$ cat src/rtl/proc_ctrl.sv
// proc_ctrl: multicycle control sequencer for a 16-bit register/ALU/bus datapath.
// Ports: Clock, Resetn (async, active-low), Run, DIN -> Rin/Rout/DINout/Gout/Ain/Gin/alu_op/Done.
module proc_ctrl #(
    parameter int DW = 16
) (
    input  logic          Clock,
    input  logic          Resetn,
    input  logic          Run,
    input  logic [DW-1:0] DIN,
    output logic [7:0]    Rin,
    output logic [7:0]    Rout,
    output logic          DINout,
    output logic          Gout,
    output logic          Ain,
    output logic          Gin,
    output logic [2:0]    alu_op,
    output logic          Done
);

    typedef enum logic [1:0] {
        T0 = 2'd0,
        T1 = 2'd1,
        T2 = 2'd2,
        T3 = 2'd3
    } state_t;

    localparam logic [2:0] OP_MV  = 3'b110;
    localparam logic [2:0] OP_MVI = 3'b111;

    state_t     state_q, state_d;
    logic [8:0] ir_q, ir_d;
    logic [2:0] op, rx, ry;
    logic [7:0] x_hot, y_hot;
    logic       ir_load;
    logic       unused_din;

    assign op    = ir_q[8:6];
    assign rx    = ir_q[5:3];
    assign ry    = ir_q[2:0];
    assign x_hot = 8'd1 << rx;
    assign y_hot = 8'd1 << ry;

    // Only the top nine bits of DIN carry the instruction.
    assign unused_din = ^DIN[DW-10:0];

    // Fetch enable, also held off while reset is asserted.
    assign ir_load = Resetn && Run && (state_q == T0);
    assign ir_d    = ir_load ? DIN[DW-1:DW-9] : ir_q;

    always_ff @(posedge Clock or negedge Resetn) begin
        if (!Resetn) begin
            state_q <= T0;
            ir_q    <= '0;
        end else begin
            state_q <= state_d;
            ir_q    <= ir_d;
        end
    end

    // Outputs decode from state and IR only, so an asynchronous reset
    // returns them to zero in the same instant the state drops to T0.
    always_comb begin
        state_d = state_q;
        Rin     = '0;
        Rout    = '0;
        DINout  = 1'b0;
        Gout    = 1'b0;
        Ain     = 1'b0;
        Gin     = 1'b0;
        alu_op  = 3'b000;
        Done    = 1'b0;
        unique case (state_q)
            T0: begin
                if (Run) state_d = T1;
            end
            T1: begin
                if (op == OP_MV) begin
                    Rout    = y_hot;
                    Rin     = x_hot;
                    Done    = 1'b1;
                    state_d = T0;
                end else if (op == OP_MVI) begin
                    DINout  = 1'b1;
                    Rin     = x_hot;
                    Done    = 1'b1;
                    state_d = T0;
                end else begin
                    Rout    = x_hot;
                    Ain     = 1'b1;
                    state_d = T2;
                end
            end
            T2: begin
                Rout    = y_hot;
                Gin     = 1'b1;
                alu_op  = op;
                state_d = T3;
            end
            T3: begin
                Gout    = 1'b1;
                Rin     = x_hot;
                Done    = 1'b1;
                state_d = T0;
            end
        endcase
    end

endmodule

$ cat config.mk
export PLATFORM = sky130hd
export DESIGN_NAME = proc_ctrl
export DESIGN_NICKNAME = d
export VERILOG_FILES = /design/src/rtl/proc_ctrl.sv
export SDC_FILE = /design/constraint.sdc
export NUM_CORES = 1
export LEC_CHECK = 0
export ABC_AREA = 1
export BUFFER_PORTS_ARGS = -buffer_cell sky130_fd_sc_hd__buf_2
export CAP_MARGIN = 25
export CORE_MARGIN = 2
export CORE_UTILIZATION = 46
export CTS_CLUSTER_DIAMETER = 100
export DETAILED_ROUTE_END_ITERATION = 8
export PLACE_DENSITY = 0.79
export SYNTH_ARGS = -nofsm -noshare
export SYNTH_HDL_FRONTEND = slang
export SYNTH_SLANG_ARGS = --single-unit
$ cat constraint.sdc
create_clock -name Clock -period 1.6 [get_ports Clock]
set_input_delay 0.32 -clock Clock [delete_from_list [all_inputs] [get_ports Clock]]
set_output_delay 0.32 -clock Clock [all_outputs]
set_load 0.01 [all_outputs]
; After elaboration in Yosys (flattened, before gate mapping)
; Index checks and enable logic that the tools add are counted.
[totals]
input_bits = 19
out_inout_bits = 24
word_cells = 34
regBits = 11
[classes]
shifts = 2
eq_ne = 6
reduce_logical = 3
muxes = 21
[ops]
columns = operator, count
row1 = 8-bit two-way mux, 4
row2 = 8-bit case mux with 2 select lines, 2
row3 = "1-bit by 3-bit << shifter with 8-bit output, first input constant", 2
row4 = 1-bit two-way mux, 9
row5 = 2-bit case mux with 4 select lines, 1
row6 = "3-bit == test, second input constant", 2
row7 = 2-bit two-way mux, 3
row8 = "2-bit == test, second input constant", 2
row9 = 3-bit two-way mux, 1
row10 = "2-bit by 1-bit == test with 1-bit output, second input constant", 1
row11 = 1-bit logical AND, 2
row12 = 2-bit zero test, 1
row13 = "2-bit inequality test, second input constant", 1
row14 = 1-bit case mux with 2 select lines, 1

; Logic depth before layout (Yosys ltp)
[logic_depth]
word_depth = 4
depth_mapped = 7
depth_no_buf = 7

; Least setup slack after synthesis
; No wires, ideal clock.
[synth_path]
kind = reg-to-output
from = register with a tool-made name
to = output Rout[4]
stages_incl_launch_ff = 8
slack_ns = -0.002
path_buffers = 1
t_arrival_ns = 1.282
t_required_ns = 1.280
cell_sequence = dfrtp_1 > inv_1 > ha_1 > buf_6 > inv_1 > nor2_2 > nand2_1 > a21oi_1
[synth_lines]
columns = item, line_no
row1 = end: declaration, 11  ; output logic [7:0] Rout,

; Worst setup path in the final report
[layout_path]
from = register state_q[0]
to = output Rout[6]
[layout_via]
elab_chain_cells = 2
[layout_rtl]
columns = item, line_no
row1 = start: declaration, 30  ; state_t state_q, state_d;
row2 = start signal: assignment, 55  ; state_q <= state_d;
row3 = 2-bit == test or 2-bit by 1-bit == test with 1-bit output (tied branches), 72  ; unique case (state_q)
row4 = 8-bit case mux with 2 select lines (*), 72
; Every way passes the cells marked *; elsewhere a longest branch is shown, timed or not.

==> run_results.csv <==
group,metric,value,unit
outcome,status,"finished with violations",
setup_path,worstReg2RegEnd,"ir_q[1]",
floorplanning,fp.dieW,49.05,um
finish,final_cell_mix,"33 x buf_2, 22 x nand2_1, 22 x buf_4",
pwr,cellLeakagePower,0.0008021,uW
synthesis,synth_top_area_share,29.49,%
synthesis,yosys.area.top_type,"dfrtp_1",
setup_path,r2r_setup_slack,0.10,ns
synthesis,syn_avg_cell_area,6.527,sq um
sta,finClkSkew,0.004066,ns
placed_design,hpwl,1832,um
sta,drv_slew,0,
sta,setup_tns,-3.097,ns
setup_path,critPathSlowestCell,"dfrtp_2",
setup_path,path_depth,6,
worst_hold_path,whs_path_depth,2,
synthesis,synth_area_leaders,"dfrtp_1 29%, nand2_1 14%, a21oi_1 9.1%",
finish,nets,227,
synthesis,ys_types,20,
sta,post-route-min-period,1.789,ns
floorplanning,rows,16,
cts,root_buffer,"clkbuf_4",
synthesis,synth_warnings,0,
synthesis,ys_seq_area_share,29.49,%
finish,nFillCells,141,
flow_run,maxCapViolCount,0,
setup_path,cp.required,1.28,ns
setup_path,critPathArrivalTime,1.47,ns
setup_path,crit_family,"flip-flops",
placed_design,io_buffer_count,35,
finish,fin_cells,230,
global_route,grt_max_degree,12,
sta,hold_viol,0,
cts,numCtsBuffers,3,
routing,ant_nets,0,
finish,layout_commonest_cell,"buf_2",
routing,drt_iter0_markers,8,
routing,vias,1156,
worst_hold_path,min_path_type,"in2reg",
cts,insertion_delay,0.27,ns
routing,routed_wirelength,2835,um
synthesis,syn_inst,143,
setup_path,critPathLaunch,"state_q[0]",
setup_path,cp-end-kind,"output pin",
cts,path_clk_slew,0.07,ns
sta,tightest_slew,0.3289,ns
sta,setup_viol,22,
floorplanning,design.die.area,2405,sq um
cts,clock_sinks,11,
floorplanning,die_h,49.05,um
finish,syn_to_final_growth,64.74,%
global_route,grt_overflow,0,
global_route,grt_pass1_wl,4864,um
outcome,violations,"setup timing",
routing,drc,0,
placed_design,gp_congestion,0.8106,
finish,final_core_util,79.19,%
cts,cts_buffer_depth,2,
setup_path,cp-start-kind,"flip-flop",
finish,drive_gt1_share,60.59,%
routing,routedWlPerCell,12.33,um
setup_path,cp_slowest_stage_delay,0.46,ns
setup_path,r2r-start,"ir_q[1]",
floorplanning,ios,43,
worst_hold_path,hold_start,"DIN[14]",
pwr,pwr_density_cell,1984,nW/um^2
sta,timing.final.crit_share,111.8,%
sta,rsz0062_at_grt,"true",
placed_design,dpl.cell_count,209,
floorplanning,core_area,1942,sq um
setup_path,crit_fanout,4,
sta,max_slew_margin,78.07,%
sta,hold_ws,0.2834,ns
sta,max_clock_freq,559.0,MHz
routing,dr.pass1.iters,4,
setup_path,critPathKind,"reg2out",
setup_path,endpoint,"Rout[6]",
finish,antenna_cells,0,
cts,htreeDepth,1,
routing,via_per_inst,5.026,
floorplanning,initial_utilization,48.07,%
synthesis,syn-num-nets,166,
sta,worst_slack,-0.1889,ns
setup_path,path_cells,"inv_4 > ha_4 > buf_4 > nand2_1 > a21oi_2 > buf_2",
global_route,antenna_found_initial,0,
cts,cts_tree,"done",
pwr,vdd_drop_max,0.001394,V
synthesis,synth_area,933.4,sq um
setup_path,cp_num_buf_inv,3,
global_route,grt_pass1_vias,1129,
synthesis,ys_ff_latch,11,
global_route,track_usage,26.39,%
setup_path,r2r_cells,9,
## power breakdown
| group | switching (uW) | internal [uW] |
|---|---|---|
| Combinational | 1190 | 1020 |
| Sequential | 229 | 425 |
| Clock | 95.0 | 96.5 |
## worst min-delay path by stage
stage                                            end  slack [ns]
final                                        ir_q[7]        0.28
after global routing                         ir_q[8]        0.29
after CTS                                    ir_q[7]        0.28
after detailed placement                     ir_q[3]        0.29
after global placement                       ir_q[4]        0.27
after floorplan           asynchronous set/reset pin        0.02
## synthesized netlist by cell type
cell type,count
inv_1,18
nor2_8,1
nor2_1,21
buf_6,1
nand4_1,6
o21ai_0,1
nor3_1,5
buf_4,1
nand2_4,1
nand2_2,3
nand2_1,36
a21oi_1,17
mux2_2,2
dfrtp_1,11
nor3_2,2
nand3_1,5
buf_2,4
ha_1,4
nor2_2,1
inv_2,3
## metal layers
layer | track usage [%] | routed length (um) | up-vias
li1 | - | - | 576
met1 | 27.77 | 1070 | 537
met2 | 49.54 | 1553 | 35
met3 | 4.601 | 136 | 8
met4 | 13.81 | 75 | 0
met5 | 0 | 0 | -
## sequential cells by signal, indices dropped and copies added, names as in the netlist, named ones only
| signal | flops |
|---|---|
| ir_q | 9 |
| state_q | 1 |
## stage by stage
stage / worst slack (ns) / instance area [sq um] / power [uW]
after floorplan: 0.03166 / 940.9 / 1553
after global placement: 0.06194 / 1199 / 1983
after detailed placement: 0.02408 / 1199 / 2035
after CTS: -0.1592 / 1466 / 2821
after global routing: -0.2717 / 1538 / 3297
final: -0.1889 / 1538 / 3051
## layout make-up
class                           instances  area (sq um)  area share [%]
Clock buffer                            4         26.28           1.709
Inverter                               21         86.33           5.614
Multi-Input combinational cell        105         684.4           44.51
Sequential cell                        11         281.5           18.31
Tap cell                               27         33.78           2.197
Timing Repair Buffer                   62         425.4           27.66
## logic make-up (layout without fill, tap and decap cells)
kind of cell	Yosys count	count (layout)	share of synthesized area, %
flops	11	11	29.49
simple gates	81	81	40.48
fa+ha+maj	4	4	5.362
buf+inv	27	87	12.60
mux	2	2	2.413
compound gates	18	18	9.651
## repair_timing
action,in CTS,in global routing
gates resized for setup,33,24
hold buffers,1,0
pin swaps,11,11
buffers inserted,15,3
endpoints found under the setup margin,23,24
hold endpoints to repair,11,0
No activity file was read; power rests on OpenSTA's default activity.
